==> config.mk <==
export PLATFORM = sky130hd
export DESIGN_NAME = pacman_sprite
export DESIGN_NICKNAME = d
export VERILOG_FILES = /design/src/rtl/pacman_pkg.sv /design/src/rtl/frame_tick.sv /design/src/rtl/pacman_sprite.sv
export SDC_FILE = /design/constraint.sdc
export NUM_CORES = 1
export LEC_CHECK = 0
export ABC_AREA = 1
export CORE_ASPECT_RATIO = 1.4
export CORE_UTILIZATION = 40
export DETAILED_ROUTE_END_ITERATION = 10
export DONT_BUFFER_PORTS = 1
export HOLD_SLACK_MARGIN = 0.06
export SYNTH_ARGS = -nofsm -noshare
export SYNTH_HDL_FRONTEND = slang
export SYNTH_SLANG_ARGS = --single-unit
==> constraint.sdc <==
create_clock -name clk -period 20.6 [get_ports clk]
set_input_delay 4.12 -clock clk [delete_from_list [all_inputs] [get_ports clk]]
set_output_delay 4.12 -clock clk [all_outputs]
set_load 0.02 [all_outputs]
==> src/rtl/pacman_pkg.sv <==
// Shared Pac-Man types and constants: facing direction, visible-area bounds,
// and the stateless body/mouth pixel test.
package pacman_pkg;

    typedef enum logic [1:0] {
        DIR_R = 2'd0,
        DIR_L = 2'd1,
        DIR_U = 2'd2,
        DIR_D = 2'd3
    } dir_t;

    localparam int H_BRIGHT_MIN = 144;
    localparam int H_BRIGHT_MAX = 783;
    localparam int V_BRIGHT_MIN = 35;
    localparam int V_BRIGHT_MAX = 515;
    localparam int SPRITE_SIZE  = 16;

    // Top-left limits that keep the whole 16x16 sprite inside the visible area
    localparam int X_MIN = H_BRIGHT_MIN;
    localparam int X_MAX = H_BRIGHT_MAX - SPRITE_SIZE + 1;
    localparam int Y_MIN = V_BRIGHT_MIN;
    localparam int Y_MAX = V_BRIGHT_MAX - SPRITE_SIZE + 1;

    // Doubled coordinates centre the disc at 7.5 so it stays symmetric on the 16x16 grid
    function automatic logic spritePixel(input logic [3:0] lx, input logic [3:0] ly,
                                         input dir_t d, input logic mouthOpen);
        logic signed [5:0] dx;
        logic signed [5:0] dy;
        logic [4:0]        ax;
        logic [4:0]        ay;
        logic [9:0]        r2;
        logic              wedge;
        dx = $signed({1'b0, lx, 1'b0}) - 6'sd15;
        dy = $signed({1'b0, ly, 1'b0}) - 6'sd15;
        ax = dx[5] ? 5'(-dx) : 5'(dx);
        ay = dy[5] ? 5'(-dy) : 5'(dy);
        r2 = 10'(ax) * 10'(ax) + 10'(ay) * 10'(ay);
        case (d)
            DIR_R:   wedge = (lx >= 4'd8) && (ay <= ax);
            DIR_L:   wedge = (lx <= 4'd7) && (ay <= ax);
            DIR_U:   wedge = (ly <= 4'd7) && (ax <= ay);
            default: wedge = (ly >= 4'd8) && (ax <= ay);
        endcase
        return (r2 <= 10'd256) && !(mouthOpen && wedge);
    endfunction

endpackage

==> src/rtl/frame_tick.sv <==
// Produces a single-clock pulse when the scan position first arrives at {0,0}.
module frame_tick (
    input  logic       clk,
    input  logic       rst_n,
    input  logic [9:0] hCount,
    input  logic [9:0] vCount,
    output logic       tick
);

    logic [19:0] prevScan;

    // Reset to {0,0} so a scan that is already at the origin does not fire
    always_ff @(posedge clk or negedge rst_n) begin
        if (!rst_n) begin
            prevScan <= '0;
        end else begin
            prevScan <= {hCount, vCount};
        end
    end

    assign tick = ({hCount, vCount} == 20'd0) && (prevScan != 20'd0);

endmodule

==> src/rtl/pacman_sprite.sv <==
// Pac-Man sprite: queued-direction movement inside the visible box, mouth
// animation and the per-pixel fill signal for the display path.
module pacman_sprite
    import pacman_pkg::*;
#(
    parameter int STEP      = 2,
    parameter int FRAME_DIV = 1,
    parameter int START_X   = 456,
    parameter int START_Y   = 267
) (
    input  logic       clk,
    input  logic       rst_n,
    input  logic [9:0] hCount,
    input  logic [9:0] vCount,
    input  logic       btnU,
    input  logic       btnD,
    input  logic       btnL,
    input  logic       btnR,
    input  logic       freeze,
    output logic       pacmanFill,
    output logic [9:0] pacX,
    output logic [9:0] pacY,
    output logic [1:0] dir,
    output logic       moving
);

    localparam logic signed [10:0] STEP_S  = 11'(STEP);
    localparam logic signed [10:0] X_MIN_S = 11'(X_MIN);
    localparam logic signed [10:0] X_MAX_S = 11'(X_MAX);
    localparam logic signed [10:0] Y_MIN_S = 11'(Y_MIN);
    localparam logic signed [10:0] Y_MAX_S = 11'(Y_MAX);
    localparam logic [3:0]         LAST_FRAME = 4'(FRAME_DIV - 1);

    dir_t               dirReg;
    dir_t               qdir;
    dir_t               nextDir;
    logic               frameTick;
    logic               moveTick;
    logic               nextMoving;
    logic [3:0]         frameCnt;
    logic [2:0]         animCnt;
    logic signed [10:0] qx, qy, cx, cy, nextX, nextY;
    logic [10:0]        relX, relY;

    frame_tick uFrameTick (
        .clk    (clk),
        .rst_n  (rst_n),
        .hCount (hCount),
        .vCount (vCount),
        .tick   (frameTick)
    );

    function automatic logic signed [10:0] stepAxis(input logic [9:0] pos,
                                                    input logic plus, input logic minus);
        return $signed({1'b0, pos}) + (plus ? STEP_S : 11'sd0) - (minus ? STEP_S : 11'sd0);
    endfunction

    function automatic logic inBox(input logic signed [10:0] x, input logic signed [10:0] y);
        return (x >= X_MIN_S) && (x <= X_MAX_S) && (y >= Y_MIN_S) && (y <= Y_MAX_S);
    endfunction

    function automatic logic signed [10:0] clampS(input logic signed [10:0] v,
                                                  input logic signed [10:0] lo,
                                                  input logic signed [10:0] hi);
        return (v < lo) ? lo : ((v > hi) ? hi : v);
    endfunction

    assign moveTick = frameTick && !freeze && (frameCnt == LAST_FRAME);

    // Prefer the queued direction, fall back to the current heading, else stop at the wall
    always_comb begin
        qx         = stepAxis(pacX, qdir == DIR_R, qdir == DIR_L);
        qy         = stepAxis(pacY, qdir == DIR_D, qdir == DIR_U);
        cx         = stepAxis(pacX, dirReg == DIR_R, dirReg == DIR_L);
        cy         = stepAxis(pacY, dirReg == DIR_D, dirReg == DIR_U);
        nextDir    = dirReg;
        nextMoving = 1'b1;
        nextX      = cx;
        nextY      = cy;
        if (inBox(qx, qy)) begin
            nextDir = qdir;
            nextX   = qx;
            nextY   = qy;
        end else if (!inBox(cx, cy)) begin
            nextX      = clampS(cx, X_MIN_S, X_MAX_S);
            nextY      = clampS(cy, Y_MIN_S, Y_MAX_S);
            nextMoving = 1'b0;
        end
    end

    always_ff @(posedge clk or negedge rst_n) begin
        if (!rst_n) begin
            qdir <= DIR_R;
        end else if (btnU) begin
            qdir <= DIR_U;
        end else if (btnD) begin
            qdir <= DIR_D;
        end else if (btnL) begin
            qdir <= DIR_L;
        end else if (btnR) begin
            qdir <= DIR_R;
        end
    end

    always_ff @(posedge clk or negedge rst_n) begin
        if (!rst_n) begin
            pacX     <= 10'(START_X);
            pacY     <= 10'(START_Y);
            dirReg   <= DIR_R;
            moving   <= 1'b1;
            frameCnt <= 4'd0;
            animCnt  <= 3'd0;
        end else begin
            if (frameTick && !freeze) begin
                frameCnt <= moveTick ? 4'd0 : frameCnt + 4'd1;
                if (moving) begin
                    animCnt <= animCnt + 3'd1;
                end
            end
            if (moveTick) begin
                pacX   <= nextX[9:0];
                pacY   <= nextY[9:0];
                dirReg <= nextDir;
                moving <= nextMoving;
            end
        end
    end

    // Unsigned wrap makes scan positions left of or above the sprite fail the < 16 test
    assign relX       = {1'b0, hCount} - {1'b0, pacX};
    assign relY       = {1'b0, vCount} - {1'b0, pacY};
    assign pacmanFill = (relX < 11'd16) && (relY < 11'd16) &&
                        spritePixel(relX[3:0], relY[3:0], dirReg, animCnt[2]);
    assign dir        = dirReg;

endmodule

==> flow_summary.yaml <==
power:
  p_switching_w: 0.000112
  swShare_pct: 34.8
  clock_power_share_pct: 30.3
  leakage_nw: 3.51
  intPower_w: 0.000211
  report.power.total_w: 0.000323
  powerDensity_nw_per_um2: 51.5
  p_seq_share_pct: 31.9
  max-vdd-ir-drop_mv: 0.0386
  p_comb_share_pct: 37.8
logic_synthesis:
  synth_edf_count: 0
  avgSynthCellArea_sq_um: 6.68
  synthTopCellsByArea: "dfrtp_1 (18%), nand2_1 (16%), ha_1 (16%)"
  ys.warnings.count: 0
  ys_types: 47
  synth.top_cell.area_share_pct: 17.7
  syn_area_sq_um: 5920
  ys_async_sr_fraction_pct: 100
  ys_seq_area_share_pct: 21.7
  yosysTopAreaCell: "dfrtp_1"
  synth_flop_cell: "dfrtp_1"
  ys_ff_latch: 51
  synthCells: 886
  syn_nets: 1001
placement:
  dp_hpwl_um: 13400
  io_buffer_count: 0
  dpl.cell_count: 1065
  gp_congestion: 0.901
  place_worst_setup_slack_ns: 6.97
setup_path:
  startpoint_type: "primary input"
  r2r_cells: 21
  critPathKind: "in2out"
  cpPeakStageDelay_ns: 0.48
  rr_startpoint: "pacX[1]"
  cp_max_fo: 5
  worstPathRequired_ns: 16.48
  r2r_end: "pacX[5]"
  crit_path_top_delay_cell: "xnor2_1"
  r2r_setup_slack_ns: 16.62
  worstPathArrival_ns: 9.50
  endpoint_kind: "primary output"
timing:
  rsz0062_at_grt: "no"
  post-route-period-util_pct: 66.1
  slew_violations: 0
  slew_headroom_pct: 38.2
  fmax_mhz: 73.4
  fin_ws_ns: 6.98
  min_period_ns: 13.62
  skew_ns: 0.00435
  tightest_slew_ns: 0.925
  final.setup.tns_ns: 0
  setup_viol: 0
  hold_viol_final: 0
drt:
  dr.first_iter.drc_count: 252
  drc_errors: 0
  vias: 5456
  drt_wl_total_um: 16000
  vias_per_cell: 5.08
  ant_nets: 0
  wl_per_cell_um: 14.9
  dr.pass1.iters: 4
floorplanning:
  core_sq_um: 14400
  dieHeight_um: 146
  start_util_pct: 41.0
  io-pin-count: 51
  rows: 52
  design.die.area_sq_um: 15300
  dieWidth_um: 105
global_routing:
  use_met3_pct: 2.87
  grt-ovfl-total: 0
  grt_pass1_wl_um: 26100
  grt.total_usage_pct: 21.9
  grt_antenna_before_repair: 0
  gr-usage-met1_pct: 24.4
  grt_pass1_vias: 5289
  globalRouteMet2Util_pct: 39.8
  grt.busiest_layer: "met2"
  grt_max_degree: 52
cts:
  numCtsBuffers: 5
  post_cts_buffers: 0
  clkSinkCount: 51
  cts_tree: "built"
  clk_pin_slew_worst_paths_ns: 0.07
  clock_path_buffers: 2
  h-tree-depth: 2
  cts_hold_buf: 0
  ctsResizeCount: 0
  cts-root-buf: "clkbuf_16"
  clock_latency_ns: 0.30
final_layout:
  layout-drive-gt1-share_pct: 4.52
  fin_cells: 1073
  num-nets-final: 998
  area_growth_pct: 6.00
  antenna_cells: 0
  final_core_util_pct: 43.5
run_status:
  status: "finished clean"
worst_hold_path:
  hold_path_class: "reg2reg"
  min_from: "frameCnt[3]"
  whs_path_depth: 1
  min_to: "frameCnt[3]"
job:
  maxCapViolCount: 0
[metrics by stage]
step	hold slack (ns)	area, sq um
final	0.479	6280
after global routing	0.495	6280
after CTS	0.483	6280
after detailed placement	0.470	6110
after global placement	0.464	6110
after floorplan	0.446	5920
[cells in the final DEF, fill, tap and decap left out, types with 2 or more instances in the layout]
master | Yosys | layout
a21boi_0 | 2 | 2
a21o_1 | 5 | 5
a21oi_1 | 35 | 35
clkbuf_16 | 0 | 5
conb_1 | 2 | 2
dfrtp_1 | 42 | 42
dfstp_2 | 9 | 9
fa_1 | 13 | 13
ha_1 | 75 | 75
inv_1 | 140 | 140
inv_2 | 5 | 5
nand2_1 | 251 | 251
nand2_2 | 4 | 4
nand3_1 | 94 | 94
nand3b_1 | 4 | 4
nand4_1 | 25 | 25
nor2_1 | 78 | 78
nor2_2 | 4 | 4
nor3_1 | 4 | 4
nor4_1 | 9 | 9
o211ai_1 | 2 | 2
o21a_1 | 2 | 2
o21ai_0 | 15 | 15
o21ai_1 | 4 | 4
o21ai_2 | 2 | 2
o21bai_1 | 3 | 3
or2_2 | 2 | 2
xnor2_1 | 12 | 12
xor2_1 | 18 | 18
[cell type report]
type | count | area (sq um)
fill | 1556 | 8170
sequential | 51 | 1290
inverter | 146 | 548
timing repair buffer | 1 | 7.51
clock buffer | 5 | 125
clock inverter | 3 | 46.3
multi-input combinational | 678 | 4030
tap | 189 | 236
[cell families after synthesis]
logic type | after synthesis | synth area share [%]
flip-flops | 51 | 21.7
buffers and inverters | 157 | 10.3
multiplexers | 2 | 0.359
AO/OA/AOI/OAI | 77 | 7.69
XOR/XNOR | 30 | 4.44
AND/OR/NAND/NOR | 479 | 35.1
adder cells (fa/ha/maj) | 88 | 20.2
other | 2 | 0.127
[state kept, by name (all words and copies together), names as in the netlist]
register             flops
animCnt                  3
dir                      2
frameCnt                 4
moving                   1
pacX                     9
pacY                    10
qdir                     2
uFrameTick.prevScan     20
[metal layers]
metal | share of wire (%) | vias up
met5 | 0 | -
met4 | 5.3 | 0
met3 | 4.5 | 36
met2 | 50 | 98
met1 | 40 | 2486
li1 | - | 2836
[Yosys cell counts (all sizes together), types with 2 or more instances]
| library cell | n |
|---|---|
| a21boi | 3 |
| a21o | 5 |
| a21oi | 37 |
| buf | 9 |
| clkbuf | 2 |
| conb | 2 |
| dfrtp | 42 |
| dfstp | 9 |
| fa | 13 |
| ha | 75 |
| inv | 145 |
| nand2 | 255 |
| nand3 | 95 |
| nand3b | 4 |
| nand4 | 25 |
| nor2 | 83 |
| nor3 | 4 |
| nor4 | 9 |
| o211ai | 2 |
| o21a | 2 |
| o21ai | 21 |
| o21bai | 3 |
| or2 | 2 |
| xnor2 | 12 |
| xor2 | 18 |
[power groups by stage]
stage	logic (W)	registers (W)	clock network, W
2_1_floorplan	0.0000966	0.000105	0
3_3_place_gp	0.000122	0.000105	0
3_5_place_dp	0.000123	0.000105	0
4_1_cts	0.000124	0.000103	0.000101
5_1_grt	0.000144	0.000103	0.000106
6_report	0.000122	0.000103	0.0000981
[critical path, delay by kind of cell]
family	cells	cell delay [ns]
adders and majority gates	7	2.62
and+or+nand+nor	9	1.23
AOI/OAI and AO/OA	5	0.75
xor gates and xnor gates	1	0.48
buffers and inverters	3	0.28
[worst max path at each step]
stage | slack [ns] | end | cells past startpoint | startpoint
after floorplan | 7.39 | pacmanFill | 25 | hCount[2]
after global placement | 7.05 | pacmanFill | 25 | hCount[2]
after detailed placement | 6.97 | pacmanFill | 25 | hCount[2]
after CTS | 6.97 | pacmanFill | 25 | hCount[2]
after global routing | 6.59 | pacmanFill | 25 | hCount[2]
final | 6.98 | pacmanFill | 25 | hCount[2]
Power figures use the tool's default switching activity.
